`src/rtl/usb_device_responder.sv`:
```
// Device-side USB token receiver (NRZI/unstuff/PID/CRC5) with IN handshake responder.
// Define USB_RESP_CRC5_CHECK_EN to enable CRC5 checking; otherwise CRC bits are consumed unchecked.
module usb_device_responder #(
  parameter logic [6:0] DEV_ADDR = 7'd5,
  parameter int         TURN     = 4
) (
  input  logic       clk,
  input  logic       rst_b,
  input  logic       dp_r,
  input  logic       dm_r,
  output logic       dp_w,
  output logic       dm_w,
  output logic       drive_en,
  input  logic [3:0] hs_pid,
  output logic       tok_valid,
  output logic [3:0] tok_pid,
  output logic [6:0] tok_addr,
  output logic [3:0] tok_endp,
  output logic       crc_err,
  output logic       rx_err,
  output logic [3:0] fsm_state
);

  localparam logic [3:0] S_IDLE    = 4'd0;
  localparam logic [3:0] S_SYNC    = 4'd1;
  localparam logic [3:0] S_PID     = 4'd2;
  localparam logic [3:0] S_BODY    = 4'd3;
  localparam logic [3:0] S_EOP     = 4'd4;
  localparam logic [3:0] S_TURN    = 4'd5;
  localparam logic [3:0] S_TX_SYNC = 4'd6;
  localparam logic [3:0] S_TX_PID  = 4'd7;
  localparam logic [3:0] S_TX_EOP  = 4'd8;
  localparam logic [3:0] S_ERR     = 4'd9;

  localparam logic [3:0] PID_OUT   = 4'b0001;
  localparam logic [3:0] PID_IN    = 4'b1001;
  localparam logic [3:0] PID_SETUP = 4'b1101;
  localparam logic [3:0] TURN_LAST = 4'(TURN - 1);

  // Handshake: valid/ready is not used; tok_valid, crc_err and rx_err are
  // single-cycle strobes with no back-pressure, and tok_* hold until the next accepted token.

  logic [3:0]  state;
  logic [3:0]  cnt;
  logic [2:0]  ones;
  logic        level;      // last received line level, 1 = J
  logic [7:0]  pid_sr;
  logic [10:0] body_sr;
  logic [4:0]  crc;
  logic [3:0]  hs_q;

  logic        line_j, line_k, line_se0, line_jk;
  logic        rx_bit, stuff_slot, pid_ok, hs_ok, crc_ok, sync_exp_j;
  logic        fault, tx_bit, tx_dp, tx_sync_j;
  logic [7:0]  pid_byte, tx_byte;
  logic [4:0]  crc_next;
  logic [2:0]  tx_idx;

  assign fsm_state  = state;
  assign line_j     = dp_r & ~dm_r;
  assign line_k     = ~dp_r & dm_r;
  assign line_se0   = ~dp_r & ~dm_r;
  assign line_jk    = line_j | line_k;
  assign rx_bit     = line_j ? level : ~level;
  assign stuff_slot = (ones == 3'd6);
  assign pid_byte   = {rx_bit, pid_sr[7:1]};
  assign pid_ok     = (pid_byte[7:4] == ~pid_byte[3:0]) &&
                      ((pid_byte[3:0] == PID_OUT) || (pid_byte[3:0] == PID_IN) ||
                       (pid_byte[3:0] == PID_SETUP));
  assign hs_ok      = (hs_pid == 4'b0010) || (hs_pid == 4'b1010) || (hs_pid == 4'b1110);
  assign crc_next   = {crc[3:0], 1'b0} ^ ((rx_bit ^ crc[4]) ? 5'b00101 : 5'b00000);
  assign sync_exp_j = (cnt == 4'd1) || (cnt == 4'd3) || (cnt == 4'd5);
  assign tx_sync_j  = (cnt == 4'd0) || (cnt == 4'd2) || (cnt == 4'd4);
  assign tx_byte    = {~hs_q, hs_q};
  assign tx_idx     = cnt[2:0] + 3'd1;
  assign tx_bit     = (state == S_TX_SYNC) ? tx_byte[0] : tx_byte[tx_idx];
  assign tx_dp      = tx_bit ? dp_w : ~dp_w;   // NRZI: a 0 toggles the line

`ifdef USB_RESP_CRC5_CHECK_EN
  assign crc_ok = (crc == 5'b01100);
`else
  logic crc_unused;
  assign crc_unused = ^crc;
  assign crc_ok     = 1'b1;
`endif

  // Receive-side framing faults; any of these sends the FSM to ERR.
  always_comb begin
    fault = 1'b0;
    case (state)
      S_SYNC:         fault = !(line_jk && (line_j == sync_exp_j));
      S_PID, S_BODY:  fault = !line_jk || (stuff_slot && rx_bit) ||
                              ((state == S_PID) && !stuff_slot && (cnt == 4'd7) && !pid_ok);
      S_EOP: begin
        case (cnt)
          4'd0:    fault = !(line_se0 || (line_jk && stuff_slot && !rx_bit));
          4'd1:    fault = !line_se0;
          4'd2:    fault = !line_j;
          default: fault = 1'b1;
        endcase
      end
      default:        fault = 1'b0;
    endcase
  end

  always_ff @(posedge clk or negedge rst_b) begin
    if (!rst_b) begin
      state     <= S_IDLE;
      cnt       <= '0;
      ones      <= '0;
      level     <= 1'b1;
      pid_sr    <= '0;
      body_sr   <= '0;
      crc       <= 5'b11111;
      hs_q      <= '0;
      dp_w      <= 1'b1;
      dm_w      <= 1'b0;
      drive_en  <= 1'b0;
      tok_valid <= 1'b0;
      tok_pid   <= '0;
      tok_addr  <= '0;
      tok_endp  <= '0;
      crc_err   <= 1'b0;
      rx_err    <= 1'b0;
    end else begin
      tok_valid <= 1'b0;
      crc_err   <= 1'b0;
      rx_err    <= 1'b0;
      if (fault) begin
        state  <= S_ERR;
        cnt    <= '0;
        rx_err <= 1'b1;
      end else begin
        case (state)
          S_IDLE: begin
            level <= 1'b1;
            if (line_k) begin
              state <= S_SYNC;
              cnt   <= 4'd1;
            end
          end
          S_SYNC: begin
            if (cnt == 4'd7) begin
              state <= S_PID;
              cnt   <= '0;
              ones  <= 3'd1;   // the closing KK is already one 1 toward stuffing
              level <= 1'b0;
            end else begin
              cnt <= cnt + 4'd1;
            end
          end
          S_PID, S_BODY: begin
            level <= line_j;
            if (stuff_slot) begin
              ones <= '0;
            end else begin
              ones <= rx_bit ? ones + 3'd1 : 3'd0;
              cnt  <= cnt + 4'd1;
              if (state == S_PID) begin
                pid_sr <= pid_byte;
                if (cnt == 4'd7) begin
                  state <= S_BODY;
                  cnt   <= '0;
                  crc   <= 5'b11111;
                end
              end else begin
                crc <= crc_next;
                if (cnt < 4'd11) body_sr <= {rx_bit, body_sr[10:1]};
                if (cnt == 4'd15) begin
                  state <= S_EOP;
                  cnt   <= '0;
                end
              end
            end
          end
          S_EOP: begin
            if (cnt == 4'd0) begin
              if (line_se0) begin
                cnt <= 4'd1;
              end else begin
                ones  <= '0;   // trailing stuff bit after the last CRC bit
                level <= line_j;
              end
            end else if (cnt == 4'd1) begin
              cnt <= 4'd2;
            end else begin
              state <= S_IDLE;
              cnt   <= '0;
              level <= 1'b1;
              if (!crc_ok) begin
                crc_err <= 1'b1;
              end else if (body_sr[6:0] == DEV_ADDR) begin
                tok_valid <= 1'b1;
                tok_pid   <= pid_sr[3:0];
                tok_addr  <= body_sr[6:0];
                tok_endp  <= body_sr[10:7];
                hs_q      <= hs_pid;
                if ((pid_sr[3:0] == PID_IN) && hs_ok) state <= S_TURN;
              end
            end
          end
          S_TURN: begin
            if (cnt == TURN_LAST) begin
              state    <= S_TX_SYNC;
              cnt      <= '0;
              drive_en <= 1'b1;
              dp_w     <= 1'b0;
              dm_w     <= 1'b1;
            end else begin
              cnt <= cnt + 4'd1;
            end
          end
          S_TX_SYNC: begin
            if (cnt == 4'd7) begin
              state <= S_TX_PID;
              cnt   <= '0;
              dp_w  <= tx_dp;
              dm_w  <= ~tx_dp;
            end else begin
              cnt  <= cnt + 4'd1;
              dp_w <= tx_sync_j;
              dm_w <= ~tx_sync_j;
            end
          end
          S_TX_PID: begin
            if (cnt == 4'd7) begin
              state <= S_TX_EOP;
              cnt   <= '0;
              dp_w  <= 1'b0;
              dm_w  <= 1'b0;
            end else begin
              cnt  <= cnt + 4'd1;
              dp_w <= tx_dp;
              dm_w <= ~tx_dp;
            end
          end
          S_TX_EOP: begin
            cnt <= cnt + 4'd1;
            if (cnt == 4'd1) begin
              dp_w <= 1'b1;
            end else if (cnt == 4'd2) begin
              state    <= S_IDLE;
              cnt      <= '0;
              drive_en <= 1'b0;
              level    <= 1'b1;
            end
          end
          S_ERR: begin
            if (line_j) begin
              if (cnt == 4'd7) begin
                state <= S_IDLE;
                cnt   <= '0;
                level <= 1'b1;
              end else begin
                cnt <= cnt + 4'd1;
              end
            end else begin
              cnt <= '0;
            end
          end
          default: state <= S_IDLE;
        endcase
      end
    end
  end

endmodule

```
`config.mk`:
```
export PLATFORM = sky130hd
export DESIGN_NAME = usb_device_responder
export DESIGN_NICKNAME = d
export VERILOG_FILES = /design/src/rtl/usb_device_responder.sv
export SDC_FILE = /design/constraint.sdc
export NUM_CORES = 1
export LEC_CHECK = 0
export ABC_AREA = 1
export CORE_ASPECT_RATIO = 1.4
export CORE_MARGIN = 2
export CORE_UTILIZATION = 60
export CTS_CLUSTER_SIZE = 14
export DETAILED_ROUTE_END_ITERATION = 16
export HOLD_SLACK_MARGIN = 0.02
export MAX_ROUTING_LAYER = met4
export PLACE_DENSITY = 0.84
export REMOVE_ABC_BUFFERS = 1
export SKIP_CTS_REPAIR_TIMING = 1
export SKIP_LAST_GASP = 1
export SLEW_MARGIN = 20
export SYNTH_ARGS = -nofsm -noshare
export SYNTH_HDL_FRONTEND = slang
export SYNTH_SLANG_ARGS = --single-unit
```
`constraint.sdc`:
```
create_clock -name clk -period 3.75 [get_ports clk]
set_clock_uncertainty 0.05 [all_clocks]
set_input_delay 0.375 -clock clk [delete_from_list [all_inputs] [get_ports clk]]
set_output_delay 0.375 -clock clk [all_outputs]
set_load 0.005 [all_outputs]
```
==> results of run 1 <==
==> state kept, by name, indices dropped and copies added, names as in the netlist <==
name and cells:
body_sr 11, pid_sr 8, tok_addr 7, cnt 4, fsm_state 4, hs_q 4
tok_endp 4, tok_pid 4, ones 3, dm_w 1, dp_w 1, drive_en 1
level 1, rx_err 1, tok_valid 1
==> worst min-delay path by stage <==
stage,start,end
2_1_floorplan,rst_b,body_sr[0]$_DFFE_PN0P_
6_report,rst_b,cnt[2]$_DFFE_PN0P_
4_1_cts,rst_b,dm_w$_DFFE_PN0P_
3_5_place_dp,tok_addr[2]$_DFFE_PN0P_,tok_addr[2]$_DFFE_PN0P_
5_1_grt,rst_b,rx_err$_DFF_PN0_
3_3_place_gp,tok_addr[0]$_DFFE_PN0P_,tok_addr[0]$_DFFE_PN0P_
==> worst reg2reg max path: stages (launching register included) <==
cell and delay, ps:
dfrtp_1 480, inv_1 170, ha_1 230, nand2_1 130, o21ai_0 410, nand2_1 240
nor3_1 540, nor2_1 90, o22ai_1 140, nor2_1 50
==> kinds of logic after synthesis <==
logic type | synth area share (%)
xor+xnor | 0.538
simple gates | 32.1
buf+inv | 9.17
other cells | 0.115
flops | 42.3
compound gates | 12.3
fa+ha+maj | 3.45
==> layer usage <==
metal  vias to the layer above  GRT usage [%]  routed length, um
met5                         -              -                  0
met4                         0           10.9                311
met3                        27           2.97                280
met2                        90           49.9               4170
met1                      1378           33.3               3190
li1                       1422              -                  -
==> cell usage in the layout, fill, tap and decap left out, drive strengths merged, types with 3 or more instances in the layout <==
cell type        n
nor3            10
nand2          131
nor2            38
clkbuf           6
o21ai           45
nand3           31
dfrtp           53
nand4            9
a21oi           11
clkdlybuf4s50   30
inv             61
ha               9
or2              3
==> power groups by stage <==
stage / combinational [mW] / clock, mW / sequential [mW]
finish: 1.29 / 0.431 / 0.849
global route: 1.44 / 0.456 / 0.861
CTS: 1.28 / 0.437 / 0.846
detailed placement: 1.27 / 0 / 0.857
global placement: 1.25 / 0 / 0.853
floorplan: 0.924 / 0 / 0.833
==> layout make-up <==
class,count,area (um2)
Clock buffer,6,82.6
Clock inverter,2,38.8
Fill cell,444,1480
Inverter,62,240
Multi-Input combinational cell,301,1580
Sequential cell,55,1380
Tap cell,66,82.6
Timing Repair Buffer,32,313
==> metrics by stage <==
stage / area [um2] / hold slack, ps / cells
3_3_place_gp: 3600 / 397 / 516
3_5_place_dp: 3600 / 401 / 516
2_1_floorplan: 3200 / 29.4 / 418
4_1_cts: 3720 / 153 / 524
5_1_grt: 3720 / 189 / 524
6_report: 3720 / 108 / 524
==> flow_metrics.tcl, run 1 <==
set metrics [dict create \
    outcome "completed" \
    endpoint_kind "flip-flop" \
    synthArstFlopShare_pct 100 \
    fmax_ghz 0.371 \
    synth_top_area_share_pct 40.7 \
    routed_wl_um 7960 \
    min_period_ps 2690 \
    antenna_found_initial 0 \
    cts.path.max_buffers 2 \
    reg2reg_depth 9 \
    ant_nets 0 \
    tightest_slew_ps 717 \
    r2r-end "cnt[0]$_DFFE_PN0P_" \
    worstPathRequired_ps 3920 \
    netlist_instances 425 \
    crit_type "in2reg" \
    regToRegSetupSlack_ps 1120 \
    combPwrFrac_pct 50.2 \
    clock_sinks 55 \
    finalHoldViolCount 0 \
    grt_usage_pct 28.7 \
    synth_cell_type_count 42 \
    internal-power_mw 1.38 \
    cts_root_buffer "clkbuf_8" \
    hp-class "in2async" \
    rsz0062_at_grt "no" \
    p_seq_share_pct 33.0 \
    min_period_over_period_pct 71.8 \
    grt_pass1_vias 2833 \
    clkLatencyLatePin_ps 320 \
    core_um2 5200 \
    p_clk_share_pct 16.8 \
    slew-limit-headroom_pct 52.1 \
    arrival_ps 2860 \
    r2r-start "cnt[0]$_DFFE_PN0P_" \
    slowest_stage "nand4_1" \
    irDropWorstVdd_uv 342 \
    cp.depth 12 \
    p_total_mw 2.57 \
    clk_pin_slew_ps 110 \
    cts_tree "built" \
    wl_per_cell_um 15.2 \
    synth_common_cells "117 x nand2_1, 53 x dfrtp_1, 53 x inv_1, 34 x nor2_1, 30 x nand3_1" \
    yosysMostFrequentCell "nand2_1" \
    io_buffers 31 \
    synth-edff-count 0 \
    place_ws_ps 709 \
    area_growth_pct 14.1 \
    ys_warn_count 0 \
    avgSynthCellArea_um2 7.67 \
    dpl.hpwl_um 6060 \
    seq_area_frac_synth_pct 42.3 \
    powerDensity_nw_per_um2 692 \
    netlist_top_cells_area "dfrtp_1 41%, nand2_1 13%, inv_1 6.1%" \
    setup_viol 0 \
    path_buf_inv 4 \
    worst_slack_ps 1060 \
    drive_gt1_share_pct 12.2 \
    die_w_um 66.3 \
    dr.pass1.iters 5 \
    postLayoutCoreUtil_pct 71.5 \
    fin_setup_tns_ps 0 \
    endpoint "body_sr[2]$_DFFE_PN0P_" \
    slew_violations 0 \
    synth_top_flop_cell "dfrtp_1" \
    p_sw_share_pct 46.5 \
    dieArea_um2 6050 \
    initial_utilization_pct 62.7 \
    grt_overflow 0 \
    path_cells "clkdlybuf4s50_1, inv_1, ha_1, inv_2, nand2_1, nand2_2, inv_1, a21oi_1, nand2_1, nand2_2, nand4_1, o21ai_0" \
    drc 0 \
    grt_pass1_wl_um 13000 \
    start_kind "primary input" \
    path_delay_family "simple AND/OR/NAND/NOR gates" \
    fin_nets 474 \
    synth.cell_area_um2 3260 \
    vias 2917 \
    maxCapViolCount 0 \
    crit_path_max_fanout 22 \
    crit_start "dm_r" \
    synth-seq-cells 55 \
    numCtsBuffers 5 \
    p_switching_mw 1.20 \
    rows 31 \
    htreeDepth 2 \
    ios 33 \
    die_y_um 91.2 \
    max_stage_delay_ps 570 \
    grt_max_degree 56 \
    yosysTopAreaCell "dfrtp_1" \
    antenna-diode-count 0 \
    routabilityCongestion 1.01 \
    initialDrtViolationCount 151 \
    routed_via_density 5.57 \
    p_leak_nw 1.89 \
]
Note: power is estimated with default switching activity, not from simulation.
==> run 2: changes to the inputs <==
Settings changed: CORE_UTILIZATION 60 to 57, PLACE_DENSITY 0.84 to 0.8.
Clock period 3.75 ns to 2.64 ns, I/O delays scaled along.
==> run 2 against run 1 <==
Effect of this change:
- combinational power rose by 44%
- first-iteration DRC count rose by 18%
- via count rose by 1.3%
- worst hold slack improved by 310 ps
- clock power grew 13%
- core utilization is 3.9 points lower
- final area up 0.54%
- die area grew 5.0%
==> flow_metrics.tcl, run 2 (synthesis results as in run 1) <==
set metrics [dict create \
    clkLatencyLatePin_ps 310 \
    routabilityCongestion 0.934 \
    layout_commonest_cell "nand2_1" \
    p_leak_nw 1.91 \
    maxCapViolCount 0 \
    layout_common_cells "117 x nand2_1, 53 x inv_1, 53 x dfrtp_1, 34 x nor2_1" \
    htreeDepth 2 \
    outcome "completed" \
    min_period_over_period_pct 88.2 \
    fin_setup_tns_ps 0 \
    arrival_ps 2490 \
    postLayoutCoreUtil_pct 67.6 \
    reg_top3 "body_sr x11, pid_sr x8, tok_addr x7" \
    combPwrFrac_pct 52.4 \
    crit_type "reg2reg" \
    final.fill_count 495 \
    area_growth_pct 14.7 \
    numCtsBuffers 5 \
    routed_wl_um 8270 \
    routed_via_density 5.56 \
    grt_max_degree 29 \
    seq_area_um2 1380 \
    clk_pin_slew_ps 100 \
    drive_gt1_share_pct 13.1 \
    largest_register_ffs 11 \
    cts.path.max_buffers 2 \
    grt_usage_pct 29.5 \
    antenna-diode-count 0 \
    die_y_um 93.5 \
    slew-limit-headroom_pct 60.8 \
    powerDensity_nw_per_um2 952 \
    cts_tree "built" \
    p_sw_share_pct 47.9 \
    slew_violations 0 \
    initial_utilization_pct 59.0 \
    antenna_found_initial 0 \
    p_clk_share_pct 13.8 \
    cts_root_buffer "clkbuf_8" \
    io_buffers 31 \
    endpoint_kind "flip-flop" \
    clock_sinks 55 \
    final_area_um2 3740 \
    dpl.hpwl_um 6550 \
    grt_pass1_vias 2969 \
    tightest_slew_ps 588 \
    irDropWorstVdd_uv 396 \
    wl_per_cell_um 15.5 \
    p_seq_share_pct 33.9 \
    min_period_ps 2330 \
    core_um2 5530 \
    grt_overflow 0 \
    setup_viol 0 \
    multiInputGateArea_um2 1580 \
    ant_nets 0 \
    reg2reg_depth 13 \
    finalHoldViolCount 0 \
    die_w_um 67.9 \
    p_switching_mw 1.70 \
    fin_nets 480 \
    worstPathRequired_ps 2800 \
    vias 2956 \
    dr.pass1.iters 8 \
    top_register "body_sr" \
    place_area_um2 3640 \
    internal-power_mw 1.85 \
    rows 32 \
    hp-class "in2async" \
    whs_ps 421 \
    fmax_ghz 0.430 \
    ios 33 \
    grt_pass1_wl_um 13600 \
    dieArea_um2 6350 \
    start_kind "flip-flop" \
    initialDrtViolationCount 178 \
    rsz0062_at_grt "no" \
    crit_path_max_fanout 28 \
    drc 0 \
]
run 2: cell type report:
| cell class | instances | share of cell area (%) |
|---|---|---|
| sequential | 55 | 36.9 |
| timing repair buffer | 38 | 9.64 |
| inverter | 62 | 6.43 |
| clock inverter | 3 | 0.603 |
| clock buffer | 5 | 1.84 |
| multi-input combinational | 301 | 42.3 |
| tap | 68 | 2.28 |
run 2: path summary, 6_finish.rpt:
path	start	to	slack, ps
max	cnt[0]$_DFFE_PN0P_	tok_addr[0]$_DFFE_PN0P_	310
min	rst_b	cnt[2]$_DFFE_PN0P_	420
max reg2reg	cnt[0]$_DFFE_PN0P_	tok_addr[0]$_DFFE_PN0P_	310
min reg2reg	tok_addr[0]$_DFFE_PN0P_	tok_addr[0]$_DFFE_PN0P_	420
max in group asynchronous	rst_b	dp_w$_DFFE_PN1P_	1400
min in group clk	tok_addr[0]$_DFFE_PN0P_	tok_addr[0]$_DFFE_PN0P_	420
run 2: per-layer routing:
layer | global-route usage [%] | up-vias | part of all wire, %
met5 | - | - | 0
met4 | 15.2 | 0 | 4.7
met3 | 4.57 | 36 | 4.6
met2 | 51.8 | 104 | 53
met1 | 31.0 | 1385 | 38
li1 | - | 1431 | -
run 2: through the flow:
step / power (mW) / worst slack (ps) / std cells
after floorplan: 2.50 / 576 / 418
after global placement: 3.04 / 161 / 523
after detailed placement: 3.06 / 51.6 / 523
after CTS: 3.55 / 315 / 531
after global routing: 3.84 / 111 / 532
final: 3.56 / 313 / 532
run 2: power groups by stage:
stage	Combinational, mW	Clock [mW]	Sequential [mW]
global placement	1.82	0	1.21
finish	1.86	0.489	1.21
CTS	1.84	0.500	1.20
global route	2.07	0.533	1.23
detailed placement	1.84	0	1.22
floorplan	1.31	0	1.18
run 2: critical path: stages (launching register included):
cell and delay (ps):
dfrtp_1 520, ha_1 250, nand2_1 100, clkinv_1 80, nand2_1 120, nor3_2 170, nand2_1 60, nand2_1 70
nand2_2 80, nand3_4 140, inv_8 80, nand2_8 190, inv_2 90, or2_1 200
==> run 3: changes to the inputs <==
Settings changed: CAP_MARGIN from default to 20, SETUP_SLACK_MARGIN from default to 0.2.
==> run 3 against run 2 <==
Effect of this change:
- combinational power hardly changed
- global-route usage stayed put
- largest power group unchanged
- critical path depth increased by 3
- critical endpoint unchanged
- core utilization barely moved
==> flow_metrics.tcl, run 3 (synthesis results as in run 1) <==
set metrics [dict create \
    grt_pass1_vias 2969 \
    die_w_um 67.9 \
    rows 32 \
    drc 0 \
    hp-class "in2async" \
    routed_wl_um 8250 \
    crit_type "in2reg" \
    dieArea_um2 6350 \
    finalHoldViolCount 0 \
    irDropWorstVdd_uv 395 \
    grt_max_degree 29 \
    cts_root_buffer "clkbuf_8" \
    place_ws_ps 51.6 \
    arrival_ps 2440 \
    start_kind "primary input" \
    clk_pin_slew_ps 110 \
    die_y_um 93.5 \
    r2r-end "tok_addr[0]$_DFFE_PN0P_" \
    postLayoutCoreUtil_pct 67.7 \
    wl_per_cell_um 15.5 \
    largest_register_ffs 11 \
    worstPathRequired_ps 2800 \
    grtUsageMet1_pct 31.0 \
    gr-usage-met2_pct 51.8 \
    vias 2950 \
    dr.pass1.iters 5 \
    rsz0062_at_grt "yes" \
    area_growth_pct 14.7 \
    cts.path.max_buffers 2 \
    antenna-diode-count 0 \
    r2r-start "cnt[0]$_DFFE_PN0P_" \
    clkLatencyLatePin_ps 320 \
    drive_gt1_share_pct 13.6 \
    grt_pass1_wl_um 13600 \
    min_period_ps 2280 \
    ios 33 \
    fin_nets 480 \
    grt_usage_pct 29.5 \
    initialDrtViolationCount 161 \
    use_met3_pct 4.57 \
    numCtsBuffers 5 \
    endpoint_kind "flip-flop" \
    routed_via_density 5.55 \
    ant_nets 0 \
    fin_setup_tns_ps 0 \
    whs_ps 416 \
    top_register "body_sr" \
    initial_utilization_pct 59.0 \
    grt_overflow 0 \
    worst_slack_ps 361 \
    slew-limit-headroom_pct 60.9 \
    dp.cells 523 \
    grt-busiest-layer "met2" \
    fin_cells 532 \
    core_um2 5530 \
    regToRegSetupSlack_ps 390 \
    htreeDepth 2 \
    io_buffers 31 \
    outcome "completed" \
    reg2reg_depth 13 \
    cts_tree "built" \
    p_leak_nw 1.90 \
    fmax_ghz 0.439 \
    dpl.hpwl_um 6550 \
    antenna_found_initial 0 \
    min_period_over_period_pct 86.3 \
    slew_violations 0 \
    layout_commonest_cell "nand2_1" \
    p_total_mw 3.56 \
    tightest_slew_ps 586 \
    reg_top3 "body_sr x11, pid_sr x8, tok_addr x7" \
    final.fill_count 494 \
    setup_viol 0 \
    layout_common_cells "117 x nand2_1, 52 x inv_1, 52 x dfrtp_1, 34 x nor2_1" \
    routabilityCongestion 0.934 \
    maxCapViolCount 0 \
    crit_path_max_fanout 28 \
    place_area_um2 3640 \
    final_area_um2 3740 \
    clock_sinks 55 \
    powerDensity_nw_per_um2 952 \
]
==> run 3: changes by cell type in the layout (fill, tap and decap cells not counted) <==
cell / previous run / this run
inv_2: 6 / 7
inv_1: 53 / 52
dfrtp_2: 0 / 1
dfrtp_1: 53 / 52
==> run 3: routing by layer <==
metal / up-vias / share of wire (%)
li1: 1432 / -
met1: 1381 / 37
met2: 101 / 53
met3: 36 / 4.5
met4: 0 / 5.0
met5: - / 0
==> run 3: layout make-up <==
cell class | count | area (um2) | area share [%]
inverter | 62 | 240 | 6.43
multi-input combinational | 301 | 1580 | 42.3
clock buffer | 5 | 68.8 | 1.84
tap | 68 | 85.1 | 2.28
clock inverter | 3 | 22.5 | 0.602
timing repair buffer | 38 | 360 | 9.64
sequential | 55 | 1380 | 36.9
==> run 3: critical path: stages <==
cell,delay [ps]
clkdlybuf4s50_1,500
inv_1,70
ha_1,230
inv_2,110
nand2_1,80
nand2_2,120
nand2_1,60
nand3_1,80
nand2_1,50
nand2_1,70
nand2_2,80
nand3_4,140
inv_8,80
nand2_8,190
inv_2,90
or2_1,210
==> run 3: worst max-delay path by stage <==
| stage | startpoint | endpoint | slack [ps] | depth (start not counted) |
|---|---|---|---|---|
| 6_report | dm_r | tok_addr[0]$_DFFE_PN0P_ | 360 | 16 |
| 5_1_grt | dm_r | tok_addr[2]$_DFFE_PN0P_ | 190 | 16 |
| 4_1_cts | cnt[0]$_DFFE_PN0P_ | tok_addr[0]$_DFFE_PN0P_ | 310 | 13 |
| 3_5_place_dp | dm_r | tok_addr[0]$_DFFE_PN0P_ | 50 | 16 |
| 3_3_place_gp | dm_r | tok_addr[2]$_DFFE_PN0P_ | 160 | 16 |
| 2_1_floorplan | cnt[0]$_DFFE_PN0P_ | body_sr[1]$_DFFE_PN0P_ | 580 | 11 |
==> run 3: power by group <==
part | internal (mW) | switching [mW]
Clock | 0.191 | 0.300
Sequential | 1.04 | 0.171
Combinational | 0.627 | 1.23
==> variant (flow settings as in run 2) <==
Build with the macro `USB_RESP_CRC5_CHECK_EN` defined.
--- a/src/rtl/usb_device_responder.sv
+++ b/src/rtl/usb_device_responder.sv
@@ -1,4 +1,6 @@
 // Device-side USB token receiver (NRZI/unstuff/PID/CRC5) with IN handshake responder.
 // Define USB_RESP_CRC5_CHECK_EN to enable CRC5 checking; otherwise CRC bits are consumed unchecked.
+`define USB_RESP_CRC5_CHECK_EN
+
 module usb_device_responder #(
   parameter logic [6:0] DEV_ADDR = 7'd5,
Check against the original RTL: same outputs for any inputs over 4 cycles, from zero or initial values and one cycle with rst_b low; that may be too few to reach the edited logic, so the function may still have changed.
==> variant against run 2 <==
- sequential power is 17% higher
- area after synthesis is 9.8% higher
- cell area is 14% higher
- highest routed layer unchanged
- sequential cell count is 6 higher
- setup slack worse by 0.036 ns
- largest cell class unchanged
- routed wire length is 8.2% higher
- total power is 20% higher
==> variant: results (changes against run 2) <==
Status
  • Status: finished clean

Global routing
  • Largest net degree at the start of global routing: 31 (+6.9%)
  • GR Layer Usage met1: 0.335 (+0.0251)
  • Total track usage: 0.285 (-0.00971)
  • Global-route wire length before repair: 15.2 mm (+12%)

Routing
  • DRT iter0 DRCs: 259 (+46%)
  • Via count: 3360 (+14%)
  • WL met1: 3.66 mm (+18%)
  • Met3 WL: 311 um (-19%)
  • Total Routed Length: 8.95 mm (+8.2%)

Cells and area
  • Fill count: 515 (+4.0%)
  • Share of cells above drive strength 1: 0.117 (-0.0145)

Placed design
  • Placed insts: 602 (+15%)
  • Post-DP HPWL: 6.68 mm (+2.0%)
  • Port Buffers: 32 (+3.2%)

Timing
  • Relative slew margins: 0.704 (+0.0957)

Clocking
  • Clock Latency Late Sink: 0.34 ns (+0.03 ns)
  • Worst-path clk slew: 0.08 ns (-0.02 ns)
  • TritonCTS buffer count: 9 (+4)

Critical path
  • RR Endpoint: tok_addr[2]
  • Slowest cell delay on critical path: 0.43 ns (-0.09 ns)
  • Register-to-Register Path Depth: 12 (-1)
  • FF-to-FF setup slack: 0.28 ns (-0.04 ns)

Pwr
  • Pleak: 2.21 nW (+16%)
  • Peak supply drop: 0.000676 V (+71%)

Synth
  • Synth unique cells: 31 (-26%)
  • Synth cell count leaders: nand2_1, inv_1, dfrtp_1
  • Syn avg cell area: 7.24 um^2 (-5.5%)
  • Sequential cell area fraction in the yosys report: 0.429 (+0.00599)
-- variant: cell count changes in the layout (fill, tap and decap cells not counted), sizes merged, moves of 2 or more --
cell / before / now
nor4: 1 / 3
clkbuf: 5 / 10
nand4: 9 / 6
nand3: 31 / 50
inv: 61 / 82
a21oi: 11 / 14
o211ai: 2 / 0
buf: 7 / 15
nor2: 38 / 45
nor3: 10 / 12
nand2: 131 / 148
dfstp: 2 / 7
-- variant: through the flow --
| stage | hold WS, ns | util | total power [W] | setup WS [ns] |
|---|---|---|---|---|
| 5_1_grt | 0.333 | 0.693 | 0.00464 | 0.0881 |
| 3_5_place_dp | 0.144 | 0.658 | 0.00339 | -0.0723 |
| 4_1_cts | -0.225 | 0.692 | 0.00427 | 0.294 |
| 6_report | 0.309 | 0.693 | 0.00428 | 0.277 |
| 3_3_place_gp | 0.143 | 0.658 | 0.00334 | 0.105 |
| 2_1_floorplan | -0.0816 | - | 0.00272 | 0.390 |
-- variant: cell type report --
cell class,count,area (um^2),share of cell area
timing repair buffer,47,443,0.104
multi-input combinational,343,1670,0.394
clock buffer,10,138,0.0324
tap,72,90.1,0.0212
clock inverter,6,70.1,0.0165
inverter,80,300,0.0707
sequential,61,1540,0.361
-- variant: where the power goes --
group          leakage (nW)  internal [W]  switching (W)
clock network         0.107      0.000470       0.000399
logic                  1.37      0.000721        0.00127
registers             0.730       0.00119       0.000225
-- variant: cells by family (layout without fill, tap and decap cells) --
kind of cell             Yosys count  after routing  share of synthesized area
AO/OA/AOI/OAI                     61             61                     0.0951
XOR/XNOR                           3              3                    0.00734
adder cells (fa/ha/maj)           10             10                     0.0350
buffers and inverters             90            143                      0.104
flip-flops                        61             61                      0.429
AND/OR/NAND/NOR                  269            269                      0.330
